**src/rtl/adc_capture_sequencer.sv**
```systemverilog
`default_nettype none
// +----------------------------------------------------------------------------+
// | adc_capture_sequencer: trigger arbitration, start delay and capture-length  |
// | sequencing for the ADC raw-capture FIFO path. Option: ADC_SEQ_DROP_CNT_EN.  |
// | GPIO bus: [31] w_clk, [15:8] addr, [7:0] data.        Revision: 1.0         |
// +----------------------------------------------------------------------------+
module adc_capture_sequencer #(
  parameter int BASE_ADDR = 5,
  parameter int LEN_W     = 10,
  parameter int DLY_W     = 16
) (
  input  logic        clk,
  input  logic        rst,
  input  logic [31:0] gpio_in,
  input  logic        cpu_trig,
  input  logic        fsm_run,
  input  logic        fifo_tready,
  output logic        cap_valid,
  output logic        busy,
  output logic        done,
  output logic        grant_fsm,
  output logic        overflow,
  output logic [15:0] drop_cnt
);

  localparam logic [7:0] ADDR_DLY_LO = 8'(BASE_ADDR);
  localparam logic [7:0] ADDR_DLY_HI = 8'(BASE_ADDR + 1);
  localparam logic [7:0] ADDR_LEN_LO = 8'(BASE_ADDR + 2);
  localparam logic [7:0] ADDR_LEN_HI = 8'(BASE_ADDR + 3);
  localparam logic [7:0] ADDR_CTRL   = 8'(BASE_ADDR + 4);

  typedef enum logic [2:0] {
    S_IDLE    = 3'd0,
    S_DELAY   = 3'd1,
    S_CAPTURE = 3'd2,
    S_HOLD    = 3'd3
  } state_e;

  logic [2:0]       wclk_sync_q;
  logic             wr_stb;
  logic [7:0]       wr_addr;
  logic [7:0]       wr_data;
  logic             unused_gpio;
  logic [DLY_W-1:0] dly_q;
  logic [LEN_W-1:0] len_q;
  logic [1:0]       ctrl_q;
  logic [15:0]      dly_ext;
  logic [15:0]      len_ext;

  assign wr_stb      = wclk_sync_q[1] & ~wclk_sync_q[2];
  assign wr_addr     = gpio_in[15:8];
  assign wr_data     = gpio_in[7:0];
  assign unused_gpio = ^gpio_in[30:16];
  assign dly_ext     = 16'(dly_q);
  assign len_ext     = 16'(len_q);

  // Two flops synchronise w_clk; the third gives the rising-edge reference.
  always_ff @(posedge clk or negedge rst) begin
    if (!rst) wclk_sync_q <= '0;
    else      wclk_sync_q <= {wclk_sync_q[1:0], gpio_in[31]};
  end

  always_ff @(posedge clk or negedge rst) begin
    if (!rst) begin
      dly_q  <= '0;
      len_q  <= '1;
      ctrl_q <= 2'b11;
    end else if (wr_stb) begin
      case (wr_addr)
        ADDR_DLY_LO: dly_q  <= DLY_W'({dly_ext[15:8], wr_data});
        ADDR_DLY_HI: dly_q  <= DLY_W'({wr_data, dly_ext[7:0]});
        ADDR_LEN_LO: len_q  <= LEN_W'({len_ext[15:8], wr_data});
        ADDR_LEN_HI: len_q  <= LEN_W'({wr_data, len_ext[7:0]});
        ADDR_CTRL:   ctrl_q <= wr_data[1:0];
        default:     ;
      endcase
    end
  end

  logic cpu_s_q, cpu_q, fsm_s_q, fsm_q;
  logic cpu_edge, fsm_edge, start_d, hold_rel_d;

  always_ff @(posedge clk or negedge rst) begin
    if (!rst) begin
      cpu_s_q <= 1'b0;
      cpu_q   <= 1'b0;
      fsm_s_q <= 1'b0;
      fsm_q   <= 1'b0;
    end else begin
      cpu_s_q <= cpu_trig;
      cpu_q   <= cpu_s_q;
      fsm_s_q <= fsm_run;
      fsm_q   <= fsm_s_q;
    end
  end

  state_e           state_q;
  logic [DLY_W-1:0] dcnt_q;
  logic [LEN_W-1:0] lcnt_q;
  logic             cap_valid_q, busy_q, done_q, grant_q, ovf_q;

  assign cpu_edge   = cpu_s_q & ~cpu_q & ctrl_q[0];
  assign fsm_edge   = fsm_s_q & ~fsm_q & ctrl_q[1];
  assign start_d    = (state_q == S_IDLE) & (cpu_edge | fsm_edge);
  assign hold_rel_d = grant_q ? ~fsm_s_q : ~cpu_s_q;

  always_ff @(posedge clk or negedge rst) begin
    if (!rst) begin
      state_q     <= S_IDLE;
      dcnt_q      <= '0;
      lcnt_q      <= '0;
      cap_valid_q <= 1'b0;
      busy_q      <= 1'b0;
      done_q      <= 1'b0;
      grant_q     <= 1'b0;
      ovf_q       <= 1'b0;
    end else begin
      case (state_q)
        S_IDLE: begin
          if (start_d) begin
            grant_q <= fsm_edge;
            done_q  <= 1'b0;
            ovf_q   <= 1'b0;
            busy_q  <= 1'b1;
            dcnt_q  <= dly_q;
            lcnt_q  <= len_q;
            if (dly_q == '0) begin
              state_q     <= S_CAPTURE;
              cap_valid_q <= 1'b1;
            end else begin
              state_q <= S_DELAY;
            end
          end
        end
        S_DELAY: begin
          if (dcnt_q == DLY_W'(1)) begin
            state_q     <= S_CAPTURE;
            cap_valid_q <= 1'b1;
          end else begin
            dcnt_q <= dcnt_q - DLY_W'(1);
          end
        end
        S_CAPTURE: begin
          // The ADC stream never stalls; a refused word is simply lost.
          if (!fifo_tready) ovf_q <= 1'b1;
          if (lcnt_q == '0) begin
            state_q     <= S_HOLD;
            cap_valid_q <= 1'b0;
            done_q      <= 1'b1;
          end else begin
            lcnt_q <= lcnt_q - LEN_W'(1);
          end
        end
        S_HOLD: begin
          if (hold_rel_d) begin
            state_q <= S_IDLE;
            busy_q  <= 1'b0;
          end
        end
        default: begin
          state_q     <= S_IDLE;
          cap_valid_q <= 1'b0;
          busy_q      <= 1'b0;
        end
      endcase
    end
  end

  assign cap_valid = cap_valid_q;
  assign busy      = busy_q;
  assign done      = done_q;
  assign grant_fsm = grant_q;
  assign overflow  = ovf_q;

`ifdef ADC_SEQ_DROP_CNT_EN
  logic [15:0] drop_q;

  always_ff @(posedge clk or negedge rst) begin
    if (!rst) begin
      drop_q <= '0;
    end else if (start_d) begin
      drop_q <= '0;
    end else if (state_q == S_CAPTURE && !fifo_tready && drop_q != 16'hFFFF) begin
      drop_q <= drop_q + 16'd1;
    end
  end

  assign drop_cnt = drop_q;
`else
  assign drop_cnt = '0;
`endif

endmodule
`default_nettype wire

```
**config.mk**
```make
export PLATFORM = sky130hd
export DESIGN_NAME = adc_capture_sequencer
export DESIGN_NICKNAME = d
export VERILOG_FILES = /design/src/rtl/adc_capture_sequencer.sv
export SDC_FILE = /design/constraint.sdc
export NUM_CORES = 1
export LEC_CHECK = 0
export CAP_MARGIN = 20
export CORE_UTILIZATION = 41
export CTS_CLUSTER_SIZE = 30
export DETAILED_ROUTE_END_ITERATION = 12
export REMOVE_ABC_BUFFERS = 1
export SYNTH_ARGS = -nofsm -noshare
export SYNTH_HDL_FRONTEND = slang
export SYNTH_SLANG_ARGS = --single-unit
```
**constraint.sdc**
```tcl
create_clock -name clk -period 2.8 [get_ports clk]
set_input_delay 0.28 -clock clk [delete_from_list [all_inputs] [get_ports clk]]
set_output_delay 0.28 -clock clk [all_outputs]
set_load 0.01 [all_outputs]
```
==> impl_metrics.py, run 1 <==
metrics = {
    "critical_path": {
        "timing.critical_path.required_ns": 3.03,
        "rrSetupSlack_ns": 0.30,
        "slowest_stage": "sky130_fd_sc_hd__o221ai_2",
        "critical_path.max_stage_delay_ns": 0.71,
        "crit_path_cell_trace": "or3_1, or2_2, o221ai_2, buf_4, a21oi_1, o22a_1",
        "worst-setup-path-type": "flop to flop",
        "cp-start-kind": "flop",
        "crit_arrival_ns": 2.73,
        "crit_fanout": 23,
        "cp-end-kind": "flop",
    },
    "synth": {
        "synth_edf_count": 0,
        "netlist_instances": 364,
        "top_cell_type_s_share_of_synthesized_area": 0.3844,
        "synthMostInstantiatedCell": "sky130_fd_sc_hd__dfrtp_1",
        "synthesis.area_per_instance_um2": 10.02,
        "ys.warnings.count": 0,
        "synth_ff_type": "sky130_fd_sc_hd__dfrtp_1",
        "mappedNetlistArea_um2": 3646,
        "yosys-top-cells-area": "sky130_fd_sc_hd__dfrtp_1, sky130_fd_sc_hd__dfstp_2, sky130_fd_sc_hd__mux2_2, sky130_fd_sc_hd__a21oi_1, sky130_fd_sc_hd__o21ai_0",
        "synthTopCellsByCount": "sky130_fd_sc_hd__dfrtp_1, sky130_fd_sc_hd__a21oi_1, sky130_fd_sc_hd__o21ai_0",
        "synth_area_leader_cell": "sky130_fd_sc_hd__dfrtp_1",
        "synth-seq-area-share": 0.4708,
        "synth_cell_type_count": 55,
        "synthArstFlopShare": 1.000,
        "ys_seq_elements": 68,
    },
    "clock_tree": {
        "cts_tree": "done",
        "cts_root_buffer": "sky130_fd_sc_hd__clkbuf_8",
        "worst_skew_pair.late_latency_ns": 0.35,
        "post_cts_resize_count": 0,
        "postCtsSetupBuffers": 0,
        "post_cts_hold_buffer_count": 1,
        "clkTransAtPathRegs_ns": 0.07,
        "clockBufferDepth": 2,
        "numClockSinks": 68,
        "tritoncts.num_buffers": 9,
        "htree_levels": 3,
    },
    "grt": {
        "first_pass_grt_wire_length_um": 13000,
        "pin_count_of_the_biggest_net_entering_global_routing": 31,
        "grt_pass1_vias": 2611,
        "globalRouteTotalUtil": 0.1879,
        "grt_antenna_before_repair": 0,
        "globalRoute.totalOverflow": 0,
    },
    "final_layout": {
        "drive_above_1_share": 0.1881,
        "antenna_cells": 0,
        "design.final.nets": 443,
        "areaGrowthSynthToFinish_pct": 14.55,
    },
    "drt": {
        "drt_drc_violations_left": 0,
        "total_number_of_vias": 2796,
        "initialDrtViolationCount": 114,
        "drt-pass1-iter-count": 4,
        "route.detailed.vias_per_inst": 5.461,
        "route.detailed.wl_per_inst_um": 15.54,
        "wirelength_um": 7959,
        "antenna_left": 0,
    },
    "power_and_ir_drop": {
        "power_leakage_nw": 1.800,
        "power_density_nw_per_um2": 837.5,
        "ir_worst_vdd_mv": 0.2991,
    },
    "sta": {
        "rsz_0062_raised_after_global_routing": "no",
        "postLayoutSetupSlackWorst_ns": 0.2986,
        "hold_viol": 0,
        "fin_worst_skew_ns": 0.009800,
        "timing_worst_slew_pin_value_ns": 0.8945,
        "report.final.setup_viol": 0,
        "period_share": 0.8933,
        "post-route-min-period_ns": 2.501,
        "final.setup.tns_ns": 0,
        "clock.fmax_ghz": 0.3998,
        "maxSlewViolCount": 0,
        "worst_slew_margin_rel": 0.4037,
    },
    "die": {
        "total_core_area_um2": 8678,
        "floorplan.die.height_um": 96.30,
        "floorplan.rows": 34,
        "num_io_pins": 58,
        "die_w_um": 96.30,
        "initial_utilization": 0.4201,
        "floorplan_die_area_um2": 9274,
    },
    "placement": {
        "gpl.final_weighted_congestion": 0.8173,
        "port_buffers": 26,
        "detailed_place_hpwl_um": 5771,
        "preCtsSetupSlack_ns": 0.3072,
    },
    "run": {
        "max_cap_violations": 0,
    },
    "min_path": {
        "hp-class": "flop to flop",
    },
    "status": {
        "outcome": "completed",
    },
}
## cells by family after synthesis
group | count (synthesis) | share of synthesized area
and+or+nand+nor | 104 | 0.1637
AOI/OAI and AO/OA | 97 | 0.1740
DFF | 68 | 0.4708
buffers and inverters | 57 | 0.07721
muxes | 30 | 0.08923
adders and majority gates | 7 | 0.02402
other | 1 | 0.001029
## critical path, delay by kind of cell, from the launching register on
family / cells / cell delay [ns]
AO/OA/AOI/OAI: 3 / 0.93
AND/OR/NAND/NOR: 2 / 0.75
flip-flops: 1 / 0.43
buffers and inverters: 1 / 0.26
## placed cells by master, fill, tap and decap left out, drive strengths merged, types with 3 or more instances in the layout
| cell | netlist | routed |
|---|---|---|
| dfrtp | 56 | 56 |
| a21oi | 29 | 29 |
| o21ai | 27 | 27 |
| inv | 26 | 26 |
| clkdlybuf4s50 | 0 | 25 |
| nor2 | 23 | 23 |
| mux2 | 20 | 20 |
| nand2 | 17 | 17 |
| conb | 1 | 16 |
| o22a | 16 | 16 |
| buf | 23 | 14 |
| nand3 | 13 | 13 |
| dfstp | 12 | 12 |
| clkbuf | 8 | 11 |
| mux2i | 10 | 10 |
| nor3 | 10 | 10 |
| nand4 | 8 | 8 |
| ha | 7 | 7 |
| a31oi | 6 | 6 |
| nor4 | 6 | 6 |
| clkinv | 0 | 5 |
| or3 | 5 | 5 |
| nor4b | 4 | 4 |
| nand3b | 4 | 4 |
| nand2b | 3 | 3 |
## where the power goes
group          total [mW]  leakage (nW)  switching, mW  internal, mW
clock               0.692        0.0868          0.375         0.317
combinational        1.44         0.927          0.807         0.629
sequential           1.37         0.786          0.195          1.18
## cell type report
cell class | count | area (um^2)
Fill cell | 856 | 4502
Sequential cell | 68 | 1717
Multi-Input combinational cell | 254 | 1704
Timing Repair Buffer | 40 | 362.8
Tap cell | 108 | 135.1
Clock buffer | 11 | 131.4
Inverter | 26 | 97.59
Clock inverter | 5 | 28.78
## registers in the layout, summed over array words and instances, names as in the netlist
signal and count:
busy 1, cap_valid 1, cpu_q 1, cpu_s_q 1
ctrl_q 2, dcnt_q 16, dly_ext 16, done 1
fsm_q 1, fsm_s_q 1, grant_fsm 1, lcnt_q 10
len_q 10, overflow 1, state_q 2, wclk_sync_q 3
## per-layer routing
layer	vias to the layer above	wire length (um)	track usage
met2	44	3607	0.2736
met4	0	125	0.08456
met1	1381	4076	0.2767
li1	1360	-	-
met3	11	150	0.02370
met5	-	0	0
## through the flow
stage	total power, mW	cells	util	hold WS, ns	instance area (um^2)
floorplan	2.343	348	-	-0.01559	3518
global placement	2.777	495	0.4616	0.2322	4006
detailed placement	2.815	495	0.4616	0.2336	4006
CTS	3.524	512	0.4813	0.3483	4177
global route	3.750	512	0.4813	0.3576	4177
finish	3.498	512	0.4813	0.3566	4177
## worst paths after layout
check                                    startpoint                       end  depth (start not counted)
setup reg to reg             dcnt_q[12]$_DFFE_PN0P_     dcnt_q[7]$_DFFE_PN0P_                          6
setup / recovery             dcnt_q[12]$_DFFE_PN0P_     dcnt_q[7]$_DFFE_PN0P_                          6
hold / removal             wclk_sync_q[0]$_DFF_PN0_  wclk_sync_q[1]$_DFF_PN0_                          0
min in group asynchronous                       rst           cpu_q$_DFF_PN0_                          2
max in group asynchronous                       rst      len_q[8]$_DFFE_PN1P_                          3
hold reg to reg            wclk_sync_q[0]$_DFF_PN0_  wclk_sync_q[1]$_DFF_PN0_                          0
(Power assumes the default switching activity.)
==> run 2: changes to the inputs <==
--- a/config.mk
+++ b/config.mk
@@ -5,10 +5,12 @@
 export SDC_FILE = /design/constraint.sdc
 export NUM_CORES = 1
 export LEC_CHECK = 0
+export ABC_CLOCK_PERIOD_IN_PS = 2800
 export CAP_MARGIN = 20
 export CORE_UTILIZATION = 41
 export CTS_CLUSTER_SIZE = 30
 export DETAILED_ROUTE_END_ITERATION = 12
+export GPL_TIMING_DRIVEN = 0
 export REMOVE_ABC_BUFFERS = 1
 export SYNTH_ARGS = -nofsm -noshare
 export SYNTH_HDL_FRONTEND = slang
==> run 2 against run 1 <==
Net effect: global-route usage decreased by 0.36 points; critical path type unchanged; non-clock buffer count is 13 lower; critical endpoint is now lcnt_q[5]$_DFFE_PN0P_; worst setup slack got worse by 0.24 ns; utilization fell by 0.25 points; via count is 0.82% lower; sequential power is essentially flat.
==> impl_metrics.py, run 2 (synthesized netlist as in run 1, its figures left out) <==
metrics = {
    "placement": {
        "detailed_place_hpwl_um": 5356,
        "gpl.final_weighted_congestion": 0.7623,
        "preCtsSetupSlack_ns": -0.7534,
        "port_buffers": 26,
        "dp_cells": 483,
    },
    "drt": {
        "route.detailed.wl_per_inst_um": 15.74,
        "initialDrtViolationCount": 107,
        "route.detailed.vias_per_inst": 5.546,
        "antenna_left": 0,
        "drt_drc_violations_left": 0,
        "drt-pass1-iter-count": 4,
        "wirelength_um": 7868,
        "total_number_of_vias": 2773,
    },
    "grt": {
        "grt_antenna_before_repair": 0,
        "globalRouteTotalUtil": 0.1844,
        "pin_count_of_the_biggest_net_entering_global_routing": 69,
        "first_pass_grt_wire_length_um": 12760,
        "grt_pass1_vias": 2540,
        "globalRoute.totalOverflow": 0,
    },
    "sta": {
        "rsz_0062_raised_after_global_routing": "yes",
        "period_share": 0.9776,
        "postLayoutSetupSlackWorst_ns": 0.06273,
        "post-route-min-period_ns": 2.737,
        "hold_viol": 0,
        "report.final.setup_viol": 0,
        "worst_slew_margin_rel": 0.4156,
        "clock.fmax_ghz": 0.3653,
        "timing_worst_slew_pin_value_ns": 0.8645,
        "maxSlewViolCount": 0,
        "fin_worst_skew_ns": 0.008570,
    },
    "die": {
        "num_io_pins": 58,
        "initial_utilization": 0.4201,
        "die_w_um": 96.30,
        "floorplan.rows": 34,
        "floorplan.die.height_um": 96.30,
        "total_core_area_um2": 8678,
        "floorplan_die_area_um2": 9274,
    },
    "clock_tree": {
        "postCtsSetupBuffers": 0,
        "numClockSinks": 68,
        "cts_tree": "done",
        "tritoncts.num_buffers": 9,
        "cts_root_buffer": "sky130_fd_sc_hd__clkbuf_8",
        "htree_levels": 3,
        "clockBufferDepth": 2,
        "worst_skew_pair.late_latency_ns": 0.34,
        "clkTransAtPathRegs_ns": 0.07,
    },
    "critical_path": {
        "worst-setup-path-type": "flop to flop",
        "timing.critical_path.required_ns": 3.03,
        "cp-start-kind": "flop",
        "cp-end-kind": "flop",
        "crit_fanout": 14,
        "crit_path_cell_trace": "inv_1, ha_1, nand3_1, o211ai_1, buf_4, a21oi_1, o22a_1",
        "slowest_stage": "sky130_fd_sc_hd__ha_1",
        "cp.buffers_inverters": 2,
        "timing.critical_path.max_delay_family": "compound AO/OA/AOI/OAI gates",
        "crit_arrival_ns": 2.97,
        "critical_path.max_stage_delay_ns": 0.58,
    },
    "final_layout": {
        "ff_latch_area_um2": 1717,
        "areaGrowthSynthToFinish_pct": 13.97,
        "final_cell_mix": "sky130_fd_sc_hd__dfrtp_1, sky130_fd_sc_hd__a21oi_1, sky130_fd_sc_hd__o21ai_0",
        "multi_input_area_um2": 1747,
        "layout.cells.most_common": "sky130_fd_sc_hd__dfrtp_1",
        "postLayoutCoreUtil": 0.4788,
        "final_cell_count_no_fill": 500,
        "design.final.nets": 431,
        "antenna_cells": 0,
        "num-fill-cells": 836,
        "drive_above_1_share": 0.1709,
    },
    "power_and_ir_drop": {
        "ir_worst_vdd_mv": 0.3176,
        "power_density_nw_per_um2": 870.4,
        "power_leakage_nw": 1.751,
        "finalPower_mw": 3.617,
    },
    "run": {
        "max_cap_violations": 0,
    },
    "status": {
        "outcome": "completed",
    },
    "min_path": {
        "hp-class": "primary input to asynchronous set/reset pin",
    },
}
-- run 2: timing repair --
action | CTS | global route
hold buffers | 0 | 0
hold endpoints to repair | 0 | 0
gates cloned | 1 | 0
endpoints found under the setup margin | 23 | 21
resized for setup | 4 | 0
pin swaps | 1 | 0
-- run 2: final timing paths --
check | startpoint | depth (start not counted) | endpoint | slack, ns
worst max-delay path | state_q[1]$_DFFE_PN0P_ | 7 | lcnt_q[5]$_DFFE_PN0P_ | 0.06
worst min-delay path | rst | 1 | cpu_s_q$_DFF_PN0_ | 0.04
worst max register to register | state_q[1]$_DFFE_PN0P_ | 7 | lcnt_q[5]$_DFFE_PN0P_ | 0.06
worst min register to register | wclk_sync_q[0]$_DFF_PN0_ | 0 | wclk_sync_q[1]$_DFF_PN0_ | 0.35
max in group asynchronous | rst | 1 | lcnt_q[6]$_DFFE_PN0P_ | 2.19
min in group clk | wclk_sync_q[0]$_DFF_PN0_ | 0 | wclk_sync_q[1]$_DFF_PN0_ | 0.35
-- run 2: where the power goes --
part | switching, mW | internal, mW | total [mW]
Clock | 0.366 | 0.435 | 0.801
Sequential | 0.197 | 1.18 | 1.37
Combinational | 0.840 | 0.602 | 1.44
-- run 2: cell type report --
| cell class | instances | share of cell area |
|---|---|---|
| multi-input cells | 255 | 0.4204 |
| flip-flops and latches | 68 | 0.4131 |
| repair buffers | 27 | 0.06384 |
| clock buffers | 12 | 0.03493 |
| well taps | 108 | 0.03252 |
| inverters | 26 | 0.02349 |
| clock inverters | 4 | 0.01174 |
-- run 2: routing by layer --
| layer | up-vias | part of all wire | track usage |
|---|---|---|---|
| met4 | 0 | 0.014 | 0.06618 |
| met3 | 12 | 0.037 | 0.04818 |
| met2 | 58 | 0.46 | 0.2677 |
| li1 | 1345 | - | - |
| met1 | 1358 | 0.49 | 0.2632 |
| met5 | - | 0 | 0 |
-- run 2: through the flow --
stage | instance area, um^2 | TNS, ns | hold WS (ns)
global route | 4155 | -1.628 | 0.1184
global placement | 3914 | -64.48 | 0.3359
detailed placement | 3919 | -12.23 | 0.3381
floorplan | 3518 | -0.1515 | -0.01559
finish | 4155 | 0 | 0.03771
CTS | 4155 | 0 | 0.07217
